File: src/rtl/cpu_mem_pkg.sv
// Shared types and defaults for the 8-bit datapath memory path.
// Both mem_access_ctrl and data_memory import this package.
//   mac_state_t : load/store controller FSM state
//   DATA_W_DEF  : default data width
//   ADDR_W_DEF  : default address width
package cpu_mem_pkg;

  localparam int DATA_W_DEF = 8;
  localparam int ADDR_W_DEF = 8;

  typedef enum logic [2:0] {
    MAC_IDLE = 3'd0,
    MAC_WR   = 3'd1,
    MAC_RD   = 3'd2,
    MAC_WAIT = 3'd3,
    MAC_RESP = 3'd4
  } mac_state_t;

endpackage

File: src/rtl/mem_access_ctrl.sv
// Load/store controller in front of data_memory.
// Takes one request at a time from the core over valid/ready, drives the
// memory strobes/address/data with correct setup and read latency, then holds
// the response until the core takes it.
// Ports:
//   clk, rst_n                    clock, async active-low reset
//   req_valid/req_ready           request handshake (ready only in IDLE)
//   req_we, req_addr, req_wdata   request payload (1 = store)
//   resp_valid/resp_ready         response handshake
//   resp_rdata                    load data, or the stored data for a store
//   busy                          high in any non-IDLE state
//   mem_wr, mem_rd, mem_add,
//   mem_data_in, mem_data_out     straight to/from data_memory
module mem_access_ctrl
  import cpu_mem_pkg::*;
#(
  parameter int DATA_W = DATA_W_DEF,
  parameter int ADDR_W = ADDR_W_DEF,
  parameter int RD_LAT = 1            // 0..3
) (
  input  logic              clk,
  input  logic              rst_n,
  input  logic              req_valid,
  output logic              req_ready,
  input  logic              req_we,
  input  logic [ADDR_W-1:0] req_addr,
  input  logic [DATA_W-1:0] req_wdata,
  output logic              resp_valid,
  input  logic              resp_ready,
  output logic [DATA_W-1:0] resp_rdata,
  output logic              busy,
  output logic              mem_wr,
  output logic              mem_rd,
  output logic [ADDR_W-1:0] mem_add,
  output logic [DATA_W-1:0] mem_data_in,
  input  logic [DATA_W-1:0] mem_data_out
);

  // Last value of the wait counter; WAIT spans RD_LAT cycles.
  localparam logic [1:0] WAIT_LAST = (RD_LAT == 0) ? 2'd0 : 2'(RD_LAT - 1);

  mac_state_t        state_q, state_d;
  logic [ADDR_W-1:0] addr_q;
  logic [DATA_W-1:0] wdata_q;
  logic [DATA_W-1:0] rdata_q, rdata_d;
  logic [1:0]        cnt_q, cnt_d;
  logic              accept;

  // Store vs. load is carried by the WR/RD state itself, so req_we needs no
  // separate register.
  assign accept = (state_q == MAC_IDLE) && req_valid;

  always_comb begin
    state_d = state_q;
    rdata_d = rdata_q;
    cnt_d   = cnt_q;
    unique case (state_q)
      MAC_IDLE: if (req_valid) state_d = req_we ? MAC_WR : MAC_RD;
      MAC_WR: begin
        rdata_d = wdata_q;
        state_d = MAC_RESP;
      end
      MAC_RD: begin
        cnt_d = 2'd0;
        if (RD_LAT == 0) begin
          rdata_d = mem_data_out;
          state_d = MAC_RESP;
        end else begin
          state_d = MAC_WAIT;
        end
      end
      MAC_WAIT: begin
        if (cnt_q == WAIT_LAST) begin
          rdata_d = mem_data_out;
          state_d = MAC_RESP;
        end else begin
          cnt_d = cnt_q + 2'd1;
        end
      end
      MAC_RESP: if (resp_ready) state_d = MAC_IDLE;
      default:  state_d = MAC_IDLE;
    endcase
  end

  always_ff @(posedge clk or negedge rst_n) begin
    if (!rst_n) begin
      state_q <= MAC_IDLE;
      addr_q  <= '0;
      wdata_q <= '0;
      rdata_q <= '0;
      cnt_q   <= '0;
    end else begin
      state_q <= state_d;
      rdata_q <= rdata_d;
      cnt_q   <= cnt_d;
      if (accept) begin
        addr_q  <= req_addr;
        wdata_q <= req_wdata;
      end
    end
  end

  // rst_n gating keeps ready low during reset even though state_q is IDLE.
  assign req_ready   = rst_n && (state_q == MAC_IDLE);
  assign busy        = (state_q != MAC_IDLE);
  assign resp_valid  = (state_q == MAC_RESP);
  assign resp_rdata  = rdata_q;
  assign mem_wr      = (state_q == MAC_WR);
  assign mem_rd      = (state_q == MAC_RD);
  assign mem_add     = addr_q;
  assign mem_data_in = wdata_q;

endmodule

File: config.mk
export PLATFORM = sky130hd
export DESIGN_NAME = mem_access_ctrl
export DESIGN_NICKNAME = d
export VERILOG_FILES = /design/src/rtl/cpu_mem_pkg.sv /design/src/rtl/mem_access_ctrl.sv
export SDC_FILE = /design/constraint.sdc
export NUM_CORES = 1
export LEC_CHECK = 0
export CORE_UTILIZATION = 45
export DETAILED_ROUTE_END_ITERATION = 8
export PLACE_DENSITY_LB_ADDON = 0.3
export REMOVE_ABC_BUFFERS = 1
export SLEW_MARGIN = 30
export SYNTH_ARGS = -nofsm -noshare
export SYNTH_HDL_FRONTEND = slang
export SYNTH_SLANG_ARGS = --single-unit
File: constraint.sdc
create_clock -name clk -period 3.9 [get_ports clk]
set_input_delay 0.585 -clock clk [delete_from_list [all_inputs] [get_ports clk]]
set_output_delay 0.585 -clock clk [all_outputs]
set_load 0.005 [all_outputs]
==> results.cfg, run 1 <==
[outcome]
run_status = complete, but fails checks
violations = DRC

[setup_path]
critical_path.reg2reg.startpoint = state_q[1]
crit_top_cell = sky130_fd_sc_hd__clkdlybuf4s50_1
worst_path_dominant_cell_family = buffers and inverters
critPathMaxFanout = 30
regToRegSetupSlack_ps = 2150
cp.required_ps = 3310
cpMaxStageDelayCell = sky130_fd_sc_hd__clkdlybuf4s50_1
cp-end-kind = output pin
critical_path_buf_inv_count = 3
crit_path_cell_trace = clkdlybuf4s50_1, buf_4, and2_2, clkdlybuf4s50_1
worst_path_largest_cell_delay_ps = 490
critical_path_class = input pin to output pin
start_kind = input pin
arrival_ps = 2080
critical_path.startpoint = rst_n

[sta]
timing_worst_slew_pin_value_ps = 580
skew_ps = 10.5
timing.final.hold_violations = 0
final_min_period_ps = 2670
rsz_0062_raised_after_global_routing = no
timing.fmax_ghz = 0.375
final-setup-viol-count = 0
final_critical_path_setup_slack_ps = 1230
max-slew-margin-rel_pct = 61.3
timing.setup.tns_ps = 0
final_cycle_share_pct = 68.3
report.final.slew_viol_count = 0

[clock_tree]
clk_transition_reported_paths_ps = 90
cts_hold_repair.buffers = 0
post_cts.resized_instances = 0
tritoncts = yes
cts_max_level = 2
skew_pair_late_insertion_delay_ps = 340
ctsLongestPathBuffers = 2
clockRootBuffer = sky130_fd_sc_hd__clkbuf_4
post_cts_buffers = 0
clock_sinks = 29
cts_inserted_buffers = 5

[synthesis]
yosys.area_share.xor_xnor_pct = 0
synth_cell_types = 27
yosys.area_share.simple_pct = 7.69
syn-mean-instance-area_um2 = 14.4
synth-compound-area-share_pct = 3.61
synth_top_family_by_area = multiplexers
yosysMostFrequentCell = sky130_fd_sc_hd__dfrtp_1
post_synth_instance_area_mm2 = 0.00135
sequential_area_share_after_synthesis_pct = 53.7
yosysWarnings = 0
fraction_of_registers_with_async_set_reset_pct = 100
post-synth-top-area-cell = sky130_fd_sc_hd__dfrtp_1
post_synthesis_sequential_element_count = 29
dominantRegCellSynth = sky130_fd_sc_hd__dfrtp_1
muxShareOfSynthArea_pct = 29.4
post_synth_inst_count = 94
yosysTopAreaCellShare_pct = 53.7
synth-edff-count = 0
synth_commonest_cells = 29 x sky130_fd_sc_hd__dfrtp_1, 22 x sky130_fd_sc_hd__mux2_2, 10 x sky130_fd_sc_hd__mux2_4
synth.top_cells.by_area = sky130_fd_sc_hd__dfrtp_1 54%, sky130_fd_sc_hd__mux2_2 18%, sky130_fd_sc_hd__mux2_4 11%
synthAdderAreaFrac_pct = 0.926

[floorplanning]
initial_utilization_pct = 48.2
die_y_um = 56.8
horiz_die_dim_um = 56.8
row_count = 19
ioPinCount = 58
design.die.area_mm2 = 0.00323
design.core.area_mm2 = 0.00281

[power]
seqPwrFrac_pct = 37.9
internal_power_uw = 1070
clockPowerShare_pct = 13.8
power.ir.vdd_worst_uv = 497
power.net_switching_uw = 428
switching_share_pct = 28.6
power-per-cell-area_mw_per_mm2 = 751
power.leakage_uw = 0.000843
power_frac_comb_pct = 48.4

[drt]
routed_wirelength_mm = 2.75
detail_route.iter0.violations = 21
detail_route.drc_violations = 6
antenna_left = 0
post_drt_via_cell_ratio = 5.10
route.detailed.wl_per_inst_um = 14.7
number_of_optimization_iterations_in_the_first_detailed_route_pass = 6
total_number_of_vias = 954

[cells_and_area]
final.fill_count = 226
nNetsFinal = 185
area_growth_from_synthesis_to_final_layout_pct = 47.6
final_layout_size_suffix_gt1_share_pct = 30.1
antenna-diode-count = 0

[run]
maxCapViolations = 0

[global_route]
grt_max_degree = 31
grt_pass1_vias = 1026
overflow = 0
grt_antenna_before_repair = 0
wire_length_of_the_first_global_routing_pass_mm = 4.60
grt_use_total_pct = 19.7

[placement]
gp_routability_congestion = 0.771
place_worst_setup_slack_ps = 1210
dpl.hpwl_mm = 1.98
numPortBuffers = 57

[worst_hold_path]
timing.hold.worst.class = flip-flop to flip-flop
hold_startpoint = cnt_q[0]
power by group through the flow:
| stage | sequential [uW] | clock (uW) | combinational [uW] |
|---|---|---|---|
| after floorplan | 558 | 0 | 343 |
| after global placement | 560 | 0 | 717 |
| after detailed placement | 571 | 0 | 731 |
| after CTS | 566 | 215 | 736 |
| after global routing | 588 | 227 | 779 |
| final | 567 | 206 | 724 |
per-stage QoR:
stage	cells	hold slack [ps]	area (um2)	utilization [%]	total power [uW]
after floorplan	90	289	1310	-	901
after global routing	187	516	1990	71.1	1590
after detailed placement	179	488	1920	68.6	1300
final	187	505	1990	71.1	1500
after CTS	187	499	1990	71.1	1520
after global placement	179	464	1920	68.6	1280
layer usage:
layer / vias up / routed length, um / global-route usage, %
li1: 449 / - / -
met1: 464 / 1140 / 23.1
met2: 38 / 1330 / 31.8
met3: 3 / 248 / 7.60
met4: 0 / 31 / 9.41
met5: - / 0 / 0
final cells by class:
type	count	area [um2]	share of cell area, %
clock buffer	7	65.1	3.26
tap	31	38.8	1.94
clock inverter	1	5.00	0.251
multi-input combinational	56	563	28.2
timing repair buffer	58	578	29.0
sequential	29	726	36.4
inverter	5	18.8	0.941
final timing paths:
| path | end | depth (start not counted) |
|---|---|---|
| min reg2reg | cnt_q[0] | 1 |
| max reg2reg | resp_rdata[2] | 3 |
| max in group asynchronous | mem_add[4] | 2 |
| max | req_ready | 4 |
| min in group asynchronous | state_q[0] | 2 |
| min | cnt_q[0] | 1 |
worst reg2reg max path: stages, from the launching register on:
cell and delay, ps:
sky130_fd_sc_hd__dfrtp_1 600, sky130_fd_sc_hd__nor2b_1 270, sky130_fd_sc_hd__nor3_4 370, sky130_fd_sc_hd__mux2_2 390
layout by cell type, fill, tap and decap left out:
| cell | netlist | layout |
|---|---|---|
| sky130_fd_sc_hd__a31oi_1 | 1 | 1 |
| sky130_fd_sc_hd__o21ai_0 | 3 | 3 |
| sky130_fd_sc_hd__clkbuf_4 | 0 | 5 |
| sky130_fd_sc_hd__or2_0 | 1 | 1 |
| sky130_fd_sc_hd__nor2_1 | 3 | 3 |
| sky130_fd_sc_hd__buf_4 | 1 | 1 |
| sky130_fd_sc_hd__o31ai_1 | 1 | 1 |
| sky130_fd_sc_hd__nand2b_1 | 1 | 1 |
| sky130_fd_sc_hd__mux2_2 | 22 | 22 |
| sky130_fd_sc_hd__and2_2 | 2 | 2 |
| sky130_fd_sc_hd__ha_1 | 1 | 1 |
| sky130_fd_sc_hd__a21o_1 | 1 | 1 |
| sky130_fd_sc_hd__dfrtp_1 | 29 | 29 |
| sky130_fd_sc_hd__nand2_1 | 1 | 1 |
| sky130_fd_sc_hd__nor3_4 | 1 | 1 |
| sky130_fd_sc_hd__and2_4 | 1 | 1 |
| sky130_fd_sc_hd__nor3_2 | 1 | 1 |
| sky130_fd_sc_hd__nor3_1 | 1 | 1 |
| sky130_fd_sc_hd__inv_1 | 4 | 4 |
| sky130_fd_sc_hd__nor3b_1 | 2 | 2 |
| sky130_fd_sc_hd__clkinv_2 | 0 | 1 |
| sky130_fd_sc_hd__a21boi_0 | 1 | 1 |
| sky130_fd_sc_hd__a21oi_1 | 1 | 1 |
| sky130_fd_sc_hd__clkdlybuf4s50_1 | 0 | 57 |
| sky130_fd_sc_hd__clkbuf_8 | 0 | 2 |
| sky130_fd_sc_hd__nor2b_1 | 1 | 1 |
| sky130_fd_sc_hd__inv_2 | 1 | 1 |
| sky130_fd_sc_hd__mux2_4 | 10 | 10 |
kinds of logic (layout without fill, tap and decap cells):
group | Yosys count | in the layout
AO/OA/AOI/OAI | 8 | 8
buffers and inverters | 9 | 71
multiplexers | 32 | 32
adder cells (fa/ha/maj) | 1 | 1
AND/OR/NAND/NOR | 15 | 15
flip-flops | 29 | 29
registers in the layout, summed over array words and instances, names as in the netlist:
name / flops
cnt_q: 2
mem_add: 8
state_q: 3
resp_rdata: 8
mem_data_in: 8
Note: power is estimated with default switching activity, not from simulation.
==> run 2: changes to the inputs <==
--- a/config.mk
+++ b/config.mk
@@ -5,7 +5,7 @@
 export SDC_FILE = /design/constraint.sdc
 export NUM_CORES = 1
 export LEC_CHECK = 0
-export CORE_UTILIZATION = 45
+export CORE_UTILIZATION = 42
 export DETAILED_ROUTE_END_ITERATION = 8
 export PLACE_DENSITY_LB_ADDON = 0.3
 export REMOVE_ABC_BUFFERS = 1
==> constraint.sdc (replaced) <==
create_clock -name clk -period 2.65 [get_ports clk]
set_input_delay 0.3975 -clock clk [delete_from_list [all_inputs] [get_ports clk]]
set_output_delay 0.3975 -clock clk [all_outputs]
set_load 0.005 [all_outputs]
==> results.cfg, run 2 (synthesized netlist as in run 1, its figures left out) <==
[outcome]
run_status = completed

[sta]
timing.final.hold_violations = 0
timing.setup.tns_ps = 0
report.final.slew_viol_count = 0
timing.fmax_ghz = 0.449
final-setup-viol-count = 0
max-slew-margin-rel_pct = 61.7
final_min_period_ps = 2230
timing_worst_slew_pin_value_ps = 575
skew_ps = 5.93
final_cycle_share_pct = 84.1
rsz_0062_raised_after_global_routing = no

[setup_path]
arrival_ps = 1830
start_kind = flip-flop
critPathMaxFanout = 15
critical_path_class = flip-flop to output pin
cp.required_ps = 2250
cp-end-kind = output pin
regToRegSetupSlack_ps = 900

[floorplanning]
horiz_die_dim_um = 58.7
design.die.area_mm2 = 0.00345
design.core.area_mm2 = 0.00305
initial_utilization_pct = 44.3
die_y_um = 58.7
row_count = 20
ioPinCount = 58

[drt]
wl_met1_mm = 1.21
antenna_left = 0
dr_wl_met2_mm = 1.41
route.detailed.wl_per_inst_um = 14.2
number_of_optimization_iterations_in_the_first_detailed_route_pass = 4
total_number_of_vias = 966
routed_wirelength_mm = 2.85
wl_met3_um = 187
post_drt_via_cell_ratio = 4.83
dr_top_layer = met4
detail_route.drc_violations = 0
detail_route.iter0.violations = 37

[run]
maxCapViolations = 0

[cells_and_area]
antenna-diode-count = 0
final.fill_count = 249
nNetsFinal = 185
final_layout_size_suffix_gt1_share_pct = 30.1
finish.utilization_pct = 65.9
seq_area_um2 = 726
multi_input_area_um2 = 563
final_common_cell = sky130_fd_sc_hd__clkdlybuf4s50_1
mostFrequentLayoutCells = 57 x sky130_fd_sc_hd__clkdlybuf4s50_1, 29 x sky130_fd_sc_hd__dfrtp_1, 22 x sky130_fd_sc_hd__mux2_2
area_growth_from_synthesis_to_final_layout_pct = 48.8
postLayoutCellArea_mm2 = 0.00201

[clock_tree]
clockRootBuffer = sky130_fd_sc_hd__clkbuf_4
clk_transition_reported_paths_ps = 90
cts_max_level = 2
ctsLongestPathBuffers = 2
cts_inserted_buffers = 5
skew_pair_late_insertion_delay_ps = 320
post_cts_buffers = 0
tritoncts = yes
clock_sinks = 29
cts_hold_repair.buffers = 0
post_cts.resized_instances = 0

[power]
power-per-cell-area_mw_per_mm2 = 1090
power.leakage_uw = 0.000843
power.ir.vdd_worst_uv = 597
design_power_total_uw = 2200

[global_route]
grt_use_total_pct = 19.1
overflow = 0
wire_length_of_the_first_global_routing_pass_mm = 4.80
grt_pass1_vias = 1056
grt_max_degree = 30
grt_antenna_before_repair = 0

[placement]
dpl.hpwl_mm = 2.05
gp_routability_congestion = 0.734
place_area_mm2 = 0.00194
numPortBuffers = 57

[worst_hold_path]
timing.hold.worst.class = flip-flop to flip-flop
[run 2: metal layers]
metal  track usage, %  vias up
met3             7.91        4
met1             22.2      475
met4             7.14        0
met5                0        -
met2             31.5       36
li1                 -      451
[run 2: final timing paths]
kind                             from        endpoint  cells past startpoint
min in group asynchronous       rst_n  mem_data_in[0]                      2
hold reg to reg              cnt_q[0]        cnt_q[0]                      1
max in group asynchronous       rst_n      mem_add[1]                      2
setup reg to reg           state_q[1]   resp_rdata[6]                      3
hold / removal               cnt_q[0]        cnt_q[0]                      1
setup / recovery           state_q[1]       req_ready                      3
[run 2: worst max-delay path: stages, from the launching register on]
cell and delay, ps:
sky130_fd_sc_hd__dfrtp_1 600, sky130_fd_sc_hd__nor3_2 240, sky130_fd_sc_hd__and2_2 170, sky130_fd_sc_hd__clkdlybuf4s50_1 500
[run 2: layout make-up]
| type | instances | share of cell area [%] |
|---|---|---|
| Multi-Input combinational cell | 56 | 28.0 |
| Clock inverter | 1 | 0.249 |
| Tap cell | 44 | 2.74 |
| Sequential cell | 29 | 36.1 |
| Clock buffer | 7 | 3.24 |
| Inverter | 5 | 0.933 |
| Timing Repair Buffer | 58 | 28.7 |
[run 2: power breakdown]
group / leakage [uW] / internal (uW) / switching [uW]
Clock: 0.0000413 / 154 / 147
Combinational: 0.000452 / 768 / 299
Sequential: 0.000349 / 652 / 178
[run 2: metrics by stage]
stage               cells  hold slack, ps  worst slack, ps
floorplan              90             102             1170
global placement      192             461              681
detailed placement    192             477              683
CTS                   200             486              378
global route          200             513              288
finish                200             485              422
==> run 3: changes to the inputs <==
--- a/config.mk
+++ b/config.mk
@@ -5,7 +5,7 @@
 export SDC_FILE = /design/constraint.sdc
 export NUM_CORES = 1
 export LEC_CHECK = 0
-export CORE_UTILIZATION = 42
+export CORE_UTILIZATION = 38
 export DETAILED_ROUTE_END_ITERATION = 8
 export PLACE_DENSITY_LB_ADDON = 0.3
 export REMOVE_ABC_BUFFERS = 1
==> constraint.sdc (replaced) <==
create_clock -name clk -period 1.9 [get_ports clk]
set_input_delay 0.285 -clock clk [delete_from_list [all_inputs] [get_ports clk]]
set_output_delay 0.285 -clock clk [all_outputs]
set_load 0.005 [all_outputs]
==> results.cfg, run 3 (synthesized netlist as in run 1, its figures left out) <==
[global_route]
grt_antenna_before_repair = 0
grt_use_total_pct = 17.3
wire_length_of_the_first_global_routing_pass_mm = 4.55
grt_pass1_vias = 1047
overflow = 0
grt_max_degree = 30

[placement]
numPortBuffers = 57
dpl.hpwl_mm = 2.06
gp_routability_congestion = 0.690
place_worst_setup_slack_ps = 209
placed_cell_count = 196

[setup_path]
arrival_ps = 1630
worst_path_dominant_cell_family = buffers and inverters
crit_path_cell_trace = nor3b_1, clkdlybuf4s50_1
critPathMaxFanout = 7
cp.required_ps = 1620
worst_path_largest_cell_delay_ps = 560
critical_path_buf_inv_count = 1
critical_path_class = flip-flop to output pin
cpMaxStageDelayCell = sky130_fd_sc_hd__clkdlybuf4s50_1
cp-end-kind = output pin
start_kind = flip-flop

[power]
internal_power_uw = 2250
power-per-cell-area_mw_per_mm2 = 1510
power.ir.vdd_worst_uv = 732
switching_share_pct = 29.3
clockPowerShare_pct = 11.0
power.net_switching_uw = 932
power_frac_comb_pct = 53.8
power.leakage_uw = 0.000933
seqPwrFrac_pct = 35.3

[floorplanning]
design.core.area_mm2 = 0.00336
die_y_um = 61.6
horiz_die_dim_um = 61.6
row_count = 21
design.die.area_mm2 = 0.00380
ioPinCount = 58
initial_utilization_pct = 40.2

[sta]
final-setup-viol-count = 1
timing.final.hold_violations = 0
final_min_period_ps = 1920
report.final.slew_viol_count = 0
timing.fmax_ghz = 0.521
timing_worst_slew_pin_value_ps = 505
skew_ps = 4.89
final_cycle_share_pct = 101
final_critical_path_setup_slack_ps = -17.6
max-slew-margin-rel_pct = 66.2

[drt]
detail_route.drc_violations = 0
detail_route.iter0.violations = 14
post_drt_via_cell_ratio = 4.82
routed_wirelength_mm = 3.04
total_number_of_vias = 1017
number_of_optimization_iterations_in_the_first_detailed_route_pass = 2
antenna_left = 0
route.detailed.wl_per_inst_um = 14.4

[outcome]
violations = setup timing
run_status = complete, but fails checks

[clock_tree]
skew_pair_late_insertion_delay_ps = 320
cts_hold_repair.buffers = 0
clk_transition_reported_paths_ps = 90
clockRootBuffer = sky130_fd_sc_hd__clkbuf_4
ctsLongestPathBuffers = 2
cts_max_level = 2
tritoncts = yes
clock_sinks = 29
cts_inserted_buffers = 5

[cells_and_area]
final_common_cell = sky130_fd_sc_hd__clkdlybuf4s50_1
final_non_filler_cells = 211
area_growth_from_synthesis_to_final_layout_pct = 55.6
final_layout_size_suffix_gt1_share_pct = 35.2
final.fill_count = 295
antenna-diode-count = 0
seq_area_um2 = 729
multi_input_area_um2 = 579
mostFrequentLayoutCells = 53 x sky130_fd_sc_hd__clkdlybuf4s50_1, 26 x sky130_fd_sc_hd__dfrtp_1, 22 x sky130_fd_sc_hd__mux2_2
nNetsFinal = 194

[worst_hold_path]
timing.hold.worst.class = input pin to async pin

[run]
maxCapViolations = 0
run 3: cell types whose count changed in the layout (fill, tap and decap cells not counted), sizes merged:
| cell | before | now |
|---|---|---|
| buf | 1 | 10 |
| clkinv | 1 | 0 |
| clkbuf | 7 | 8 |
| clkdlybuf4s50 | 57 | 53 |
| dlymetal6s2s | 0 | 4 |
run 3: layout make-up:
type,count,area share (%)
clock buffer,8,2.32
inverter,5,0.893
multi-input combinational,56,27.6
sequential,29,34.7
tap,46,2.74
timing repair buffer,67,31.8
run 3: final timing paths:
check / slack, ps / endpoint / startpoint / depth (start not counted)
setup / recovery: -20 / mem_rd / state_q[0] / 2
hold / removal: 380 / mem_data_in[0] / rst_n / 2
setup reg to reg: 190 / resp_rdata[2] / state_q[2] / 4
hold reg to reg: 500 / cnt_q[0] / cnt_q[0] / 1
max in group asynchronous: 1230 / state_q[1] / rst_n / 2
min in group clk: 500 / cnt_q[0] / cnt_q[0] / 1
run 3: stage by stage:
step                      util (%)  power, uW  hold WS, ps  instance area (um2)  setup TNS (ps)
after global routing          62.5       3380          424                 2100           -53.9
after detailed placement      58.2       2710          483                 1960               0
after global placement        58.2       2640          461                 1960               0
after CTS                     60.9       3140          375                 2050           -62.5
final                         62.5       3180          382                 2100           -17.6
after floorplan                  -       1850        -10.6                 1310               0
run 3: what timing repair did:
action,in CTS,in global routing
setup endpoints to repair,5,4
hold endpoints to repair,0,0
buffers inserted,3,4
pin swaps,0,1
resized for setup,6,4
run 3: layer usage:
layer	global-route usage (%)	routed length, um
met5	0	0
met1	18.4	1200
met3	6.93	235
met4	10.2	56
met2	29.0	1540
run 3: power groups by stage:
| stage | Combinational (uW) | Clock, uW | Sequential, uW |
|---|---|---|---|
| after global placement | 1530 | 0 | 1120 |
| after detailed placement | 1570 | 0 | 1130 |
| after CTS | 1650 | 362 | 1140 |
| after floorplan | 705 | 0 | 1140 |
| after global routing | 1830 | 392 | 1160 |
| final | 1710 | 350 | 1120 |
